## src/rtl/cmd_frame_if.sv

```systemverilog
// Byte-stream input and framed command output of the UART command parser.
// "master" is the assembler side; "slave" is the byte source / command consumer side.
interface cmd_frame_if;
    logic [7:0]  byte_in;
    logic        byte_valid;
    logic        cmd_valid;
    logic        cmd_ready;
    logic [1:0]  cmd_op;
    logic [31:0] cmd_key;
    logic [31:0] cmd_value;
    logic        err_opcode;
    logic        err_timeout;
    logic        err_drop;

    modport master (
        input  byte_in, byte_valid, cmd_ready,
        output cmd_valid, cmd_op, cmd_key, cmd_value,
        output err_opcode, err_timeout, err_drop
    );

    modport slave (
        output byte_in, byte_valid, cmd_ready,
        input  cmd_valid, cmd_op, cmd_key, cmd_value,
        input  err_opcode, err_timeout, err_drop
    );
endinterface

```

## src/rtl/cmd_frame_assembler.sv

```systemverilog
// Assembles opcode + 32-bit key + optional 32-bit value frames from a strobed
// byte stream, with an inter-byte timeout and valid/ready output hold.
module cmd_frame_assembler #(
    parameter int TIMEOUT_CYCLES = 100000,
    parameter int CNT_W          = 17
) (
    input  logic clk,
    input  logic rst,
    cmd_frame_if.master bus
);

    typedef enum logic [1:0] {IDLE, KEY, VALUE, OUT} state_t;

    state_t           state_reg;
    logic [1:0]       byte_cnt_reg;
    logic [CNT_W-1:0] timer_reg;
    logic             cmd_valid_reg;
    logic [1:0]       cmd_op_reg;
    logic [31:0]      key_reg;
    logic [31:0]      value_reg;
    logic             err_opcode_reg;
    logic             err_timeout_reg;
    logic             err_drop_reg;
    logic             timer_expired;

    // The limit is reached on the edge that would bring the idle count to
    // TIMEOUT_CYCLES; a byte in that same cycle takes precedence.
    assign timer_expired = (timer_reg == CNT_W'(TIMEOUT_CYCLES - 1));

    always_ff @(posedge clk) begin
        if (rst) begin
            state_reg       <= IDLE;
            byte_cnt_reg    <= 2'd0;
            timer_reg       <= '0;
            cmd_valid_reg   <= 1'b0;
            cmd_op_reg      <= 2'd0;
            key_reg         <= 32'd0;
            value_reg       <= 32'd0;
            err_opcode_reg  <= 1'b0;
            err_timeout_reg <= 1'b0;
            err_drop_reg    <= 1'b0;
        end else begin
            err_opcode_reg  <= 1'b0;
            err_timeout_reg <= 1'b0;
            err_drop_reg    <= 1'b0;
            case (state_reg)
                IDLE: begin
                    if (bus.byte_valid) begin
                        if (bus.byte_in <= 8'd3) begin
                            cmd_op_reg   <= bus.byte_in[1:0];
                            key_reg      <= 32'd0;
                            value_reg    <= 32'd0;
                            byte_cnt_reg <= 2'd0;
                            timer_reg    <= '0;
                            state_reg    <= KEY;
                        end else begin
                            err_opcode_reg <= 1'b1;
                        end
                    end
                end
                KEY: begin
                    if (bus.byte_valid) begin
                        key_reg      <= {key_reg[23:0], bus.byte_in};
                        timer_reg    <= '0;
                        byte_cnt_reg <= byte_cnt_reg + 2'd1;
                        if (byte_cnt_reg == 2'd3) begin
                            byte_cnt_reg <= 2'd0;
                            if (cmd_op_reg == 2'd3) begin
                                value_reg     <= 32'd0;
                                cmd_valid_reg <= 1'b1;
                                state_reg     <= OUT;
                            end else begin
                                state_reg <= VALUE;
                            end
                        end
                    end else if (timer_expired) begin
                        err_timeout_reg <= 1'b1;
                        byte_cnt_reg    <= 2'd0;
                        timer_reg       <= '0;
                        state_reg       <= IDLE;
                    end else begin
                        timer_reg <= timer_reg + 1'b1;
                    end
                end
                VALUE: begin
                    if (bus.byte_valid) begin
                        value_reg    <= {value_reg[23:0], bus.byte_in};
                        timer_reg    <= '0;
                        byte_cnt_reg <= byte_cnt_reg + 2'd1;
                        if (byte_cnt_reg == 2'd3) begin
                            byte_cnt_reg  <= 2'd0;
                            cmd_valid_reg <= 1'b1;
                            state_reg     <= OUT;
                        end
                    end else if (timer_expired) begin
                        err_timeout_reg <= 1'b1;
                        byte_cnt_reg    <= 2'd0;
                        timer_reg       <= '0;
                        state_reg       <= IDLE;
                    end else begin
                        timer_reg <= timer_reg + 1'b1;
                    end
                end
                OUT: begin
                    // Bytes are never buffered here, even on the accepting cycle.
                    if (bus.byte_valid) begin
                        err_drop_reg <= 1'b1;
                    end
                    if (bus.cmd_ready) begin
                        cmd_valid_reg <= 1'b0;
                        state_reg     <= IDLE;
                    end
                end
                default: state_reg <= IDLE;
            endcase
        end
    end

    assign bus.cmd_valid   = cmd_valid_reg;
    assign bus.cmd_op      = cmd_op_reg;
    assign bus.cmd_key     = key_reg;
    assign bus.cmd_value   = value_reg;
    assign bus.err_opcode  = err_opcode_reg;
    assign bus.err_timeout = err_timeout_reg;
    assign bus.err_drop    = err_drop_reg;

endmodule

```

## src/flat_wrapper.sv

```systemverilog
// flat-port wrapper written by rule: the top's interface ports become plain ports
module cmd_frame_assembler_flat 
#(
    parameter int TIMEOUT_CYCLES = 100000,
    parameter int CNT_W          = 17
)
  (clk, rst, bus_byte_in, bus_byte_valid, bus_cmd_ready, bus_cmd_valid, bus_cmd_op, bus_cmd_key, bus_cmd_value, bus_err_opcode, bus_err_timeout, bus_err_drop);
  cmd_frame_if bus_i ();
  input  logic clk;
  input  logic rst;
  input wire logic [$bits(bus_i.byte_in)-1:0] bus_byte_in;
  input wire logic [$bits(bus_i.byte_valid)-1:0] bus_byte_valid;
  input wire logic [$bits(bus_i.cmd_ready)-1:0] bus_cmd_ready;
  output wire logic [$bits(bus_i.cmd_valid)-1:0] bus_cmd_valid;
  output wire logic [$bits(bus_i.cmd_op)-1:0] bus_cmd_op;
  output wire logic [$bits(bus_i.cmd_key)-1:0] bus_cmd_key;
  output wire logic [$bits(bus_i.cmd_value)-1:0] bus_cmd_value;
  output wire logic [$bits(bus_i.err_opcode)-1:0] bus_err_opcode;
  output wire logic [$bits(bus_i.err_timeout)-1:0] bus_err_timeout;
  output wire logic [$bits(bus_i.err_drop)-1:0] bus_err_drop;
  assign bus_i.byte_in = bus_byte_in;
  assign bus_i.byte_valid = bus_byte_valid;
  assign bus_i.cmd_ready = bus_cmd_ready;
  assign bus_cmd_valid = bus_i.cmd_valid;
  assign bus_cmd_op = bus_i.cmd_op;
  assign bus_cmd_key = bus_i.cmd_key;
  assign bus_cmd_value = bus_i.cmd_value;
  assign bus_err_opcode = bus_i.err_opcode;
  assign bus_err_timeout = bus_i.err_timeout;
  assign bus_err_drop = bus_i.err_drop;
  cmd_frame_assembler #(.TIMEOUT_CYCLES(TIMEOUT_CYCLES), .CNT_W(CNT_W)) u_core (.clk(clk), .rst(rst), .bus(bus_i));
endmodule
```

## config.mk

```make
export PLATFORM = sky130hd
export DESIGN_NAME = cmd_frame_assembler_flat
export DESIGN_NICKNAME = d
export VERILOG_FILES = /design/src/rtl/cmd_frame_if.sv /design/src/rtl/cmd_frame_assembler.sv /design/src/flat_wrapper.sv
export SDC_FILE = /design/constraint.sdc
export NUM_CORES = 1
export LEC_CHECK = 0
export BUFFER_PORTS_ARGS = -buffer_cell sky130_fd_sc_hd__buf_2
export CAP_MARGIN = 20
export CORE_ASPECT_RATIO = 0.75
export CORE_MARGIN = 2
export CORE_UTILIZATION = 58
export DETAILED_ROUTE_END_ITERATION = 10
export GPL_TIMING_DRIVEN = 0
export MAX_ROUTING_LAYER = met4
export PLACE_DENSITY = 0.84
export SYNTH_ARGS = -nofsm -noshare
export SYNTH_HDL_FRONTEND = slang
export SYNTH_SLANG_ARGS = --single-unit
```

## constraint.sdc

```tcl
create_clock -name clk -period 5.4 [get_ports clk]
set_clock_uncertainty 0.05 [all_clocks]
set_input_delay 1.62 -clock clk [delete_from_list [all_inputs] [get_ports clk]]
set_output_delay 1.62 -clock clk [all_outputs]
set_load 0.05 [all_outputs]
```

==> metrics.md <==
| Metric | Value |
|---|---|
| CTS buffer count | `9` |
| RR Startpoint | `u_core.state_reg[0]$_SDFFE_PP0P_` |
| # diodes | `0` |
| First-pass GRT wire length | `16690 um` |
| Post-CTS resize count | `0` |
| Post-route setup TNS | `0 ns` |
| DRT antenna net count | `0` |
| DP HPWL | `approximately 7600 um` |
| Iter 0 DRT Violations | `398` |
| Max-cap viol count | `0` |
| Final worst-path cycle share | `approximately three fifths` |
| Cell taking the most area after synthesis | `dfxtp_1` |
| GRT Total Usage | `between 20 and 30%` |
| Routed WL | `roughly 10000 um` |
| Root Buffer | `clkbuf_8` |
| Final WS setup | `2.179 ns` |
| HP Class | `reg -> reg` |
| Rel. slew slack | `between 50 and 60%` |
| Min-Delay Startpoint | `u_core.bus.cmd_key[25]$_SDFFE_PP0P_` |
| Die X | `about 100 um` |
| Worst path cell trace | `buf_2 > clkbuf_1 > inv_1 > nand2_1 > a31oi_1 > clkbuf_1 > nand3_1 > a31oi_1` |
| Die Height | `~75 um` |
| Slew of the pin with the lowest slew margin | `0.6216 ns` |
| Dpl ws | `between 1.5 and 2 ns` |
| Ys flop type | `dfxtp_1` |
| Final Hold Viols | `0` |
| Crit Reg-Reg Endpoint | `u_core.timer_reg[3]$_SDFFE_PP0P_` |
| Post-Syn Instances | `487` |
| Bufs and invs on worst path | `4` |
| Placed Area | `between 4000 and 5000 um^2` |
| Fmax | `310.4 MHz` |
| Crit-path leading delay family | `buffers and inverters` |
| # hold bufs at CTS | `0` |
| Nets | `between 500 and 600` |
| Via-to-Cell Ratio | `around 6` |
| Synth unique cells | `between 40 and 50` |
| #FFs+latches synth | `91` |
| Initial core utilization | `roughly three fifths` |
| Clk sink count | `between 90 and 100` |
| Initial antenna violation count | `0` |
| Syn_nets | `507` |
| Top cell type's share of synthesized area | `47.04%` |
| CP endpoint kind | `flip-flop` |
| Vias in the first global route | `3447` |
| Syn Std Cell Area | `3872 um^2` |
| Setup CP Type | `in -> reg` |
| Io pins | `82` |
| Seq/Total Area, Yosys | `between 40% and 50%` |
| Power per Cell Area | `~290 nW/um^2` |
| Fraction of layout cells with a size suffix above 1 | `between 10% and 20%` |
| Synth cell count leaders | `dfxtp_1, nand2_1, a21oi_1, nand3_1, clkbuf_1` |
| GR Overflow Total | `0` |
| PortBufs | `81` |
| Slew Limit Fails | `0` |
| Post-synth EDFFs | `0` |
| Via count | `about 4000` |
| Die ar. | `~7400 um^2` |
| Leakage | `around 1.7 nW` |
| Outcome | `completed` |
| WP data required | `5.64 ns` |
| # DRC | `0` |
| Largest net degree at the start of global routing | `16` |
| YS warnings | `0` |
| Post-CTS setup buffers | `0` |
| Worst EP arrival | `~3.5 ns` |
| Avg Cell Area, Syn | `roughly 8.0 um^2` |
| RSZ-0062 raised after global routing | `false` |
| Placeable Area | `around 6400 um^2` |
| Final GP Congestion | `between 0.9 and 1` |
| Slowest cell delay on critical path | `between 0.4 and 0.5 ns` |
| Worst R2R Setup Slack | `about 2.9 ns` |
| Clock transition at path regs | `approximately 0.090 ns` |
| Area added between synthesis and finish | `18.09%` |
| Register-to-Register Path Depth | `9` |
| CP max FO | `10` |
| Cell area after layout | `about 4600 um^2` |
| Row cnt | `25` |
| CTS tree | `built` |
| Worst hold stages | `2` |
| Drt pass-1 iters | `5` |
| CTS Buffer Depth | `2` |
| Asr flop ratio synth | `0%` |
| Hold endpoint | `u_core.bus.cmd_key[25]$_SDFFE_PP0P_` |
| Worst VDD drop | `between 0.00015 and 0.0002 V` |
| WL/cell | `~16 um` |
| Crit-path slowest cell | `clkbuf_1` |
| Synth top area cells | `dfxtp_1, a21oi_1, nand3_1` |
| Final setup fails | `0` |
| # H-tree levels | `3` |
| Worst setup SP type | `input pin` |
| Worst skew pair latency | `0.36 ns` |
| Final Critical Period | `approximately 3.2 ns` |
==> metal layers <==
| layer | track usage (%) | part of all wire (%) | wire (um) |
|---|---|---|---|
| met1 | 40.45 | 44 | 4620 |
| met3 | 7.335 | 9.7 | 1018 |
| met4 | 7.610 | 1.0 | 106 |
| met5 | - | 0 | 0 |
| met2 | 43.08 | 45 | 4705 |
==> worst max-delay path by stage <==
| stage | cells past startpoint | to | slack [ns] | start |
|---|---|---|---|---|
| after floorplan | 7 | u_core.timer_reg[11]$_SDFFE_PP0P_ | 2.30 | bus_byte_valid |
| final | 8 | u_core.timer_reg[10]$_SDFFE_PP0P_ | 2.18 | bus_byte_valid |
| after detailed placement | 8 | u_core.timer_reg[3]$_SDFFE_PP0P_ | 1.82 | bus_byte_valid |
| after global placement | 8 | u_core.timer_reg[16]$_SDFFE_PP0P_ | 1.90 | bus_byte_valid |
| after global routing | 8 | u_core.timer_reg[12]$_SDFFE_PP0P_ | 2.01 | bus_byte_valid |
| after CTS | 8 | u_core.timer_reg[3]$_SDFFE_PP0P_ | 2.26 | bus_byte_valid |
==> tightest hold or removal path, delay by kind of cell (launching register included) <==
family / cells / cell delay (ns)
DFF: 1 / 0.32
AOI/OAI and AO/OA: 1 / 0.05
and+or+nand+nor: 1 / 0.05
==> layout by cell type, fill, tap and decap left out, types with 2 or more instances in the layout <==
cell | Yosys | layout
o21ai_1 | 3 | 3
nand2_1 | 91 | 91
inv_1 | 6 | 6
clkbuf_8 | 0 | 9
a31oi_1 | 9 | 9
and4_1 | 2 | 2
o21ai_0 | 3 | 3
or3_1 | 3 | 3
a21oi_1 | 82 | 82
o21a_1 | 2 | 2
nor2b_1 | 3 | 3
nand4_1 | 5 | 5
nand3b_1 | 2 | 2
dfxtp_1 | 91 | 91
buf_1 | 3 | 3
a2bb2oi_1 | 2 | 2
o32ai_1 | 5 | 5
or4_1 | 9 | 9
nor4b_1 | 3 | 3
a22o_1 | 2 | 2
clkinvlp_4 | 0 | 2
ha_1 | 8 | 8
nor2_1 | 10 | 10
nor3_1 | 4 | 4
and3_1 | 5 | 5
nand3_1 | 82 | 82
nand2b_1 | 3 | 3
buf_2 | 5 | 86
clkbuf_1 | 29 | 31
==> logic make-up (layout without fill, tap and decap cells) <==
logic type	Yosys count	in the layout	synth area share, %
and+or+nand+nor	228	228	28.85
AOI/OAI and AO/OA	116	116	17.00
DFF	91	91	47.04
buffers and inverters	44	141	4.523
adders and majority gates	8	8	2.585
==> metrics by stage <==
step	hold slack [ns]	instances	total power, mW	util (%)
6_report	0.4032	665	1.320	71.67
3_5_place_dp	0.3924	649	0.8709	68.63
4_1_cts	0.4041	665	1.322	71.67
3_3_place_gp	0.3854	649	0.8670	68.63
5_1_grt	0.4232	665	1.374	71.67
2_1_floorplan	0.4034	487	0.8179	-
==> cell type report <==
class	count	area, um^2
multi-input combinational	352	1876
sequential	91	1822
fill	510	1808
timing repair buffer	81	405.4
buffer	38	152.6
clock buffer	11	131.4
tap	81	101.3
clock inverter	5	62.56
inverter	6	22.52
==> power breakdown <==
| group | switching, mW | internal (mW) | leakage, nW |
|---|---|---|---|
| clock network | 0.242 | 0.217 | 0.0901 |
| logic | 0.140 | 0.0419 | 0.904 |
| registers | 0.00410 | 0.675 | 0.733 |
No activity file was read; power rests on OpenSTA's default activity.
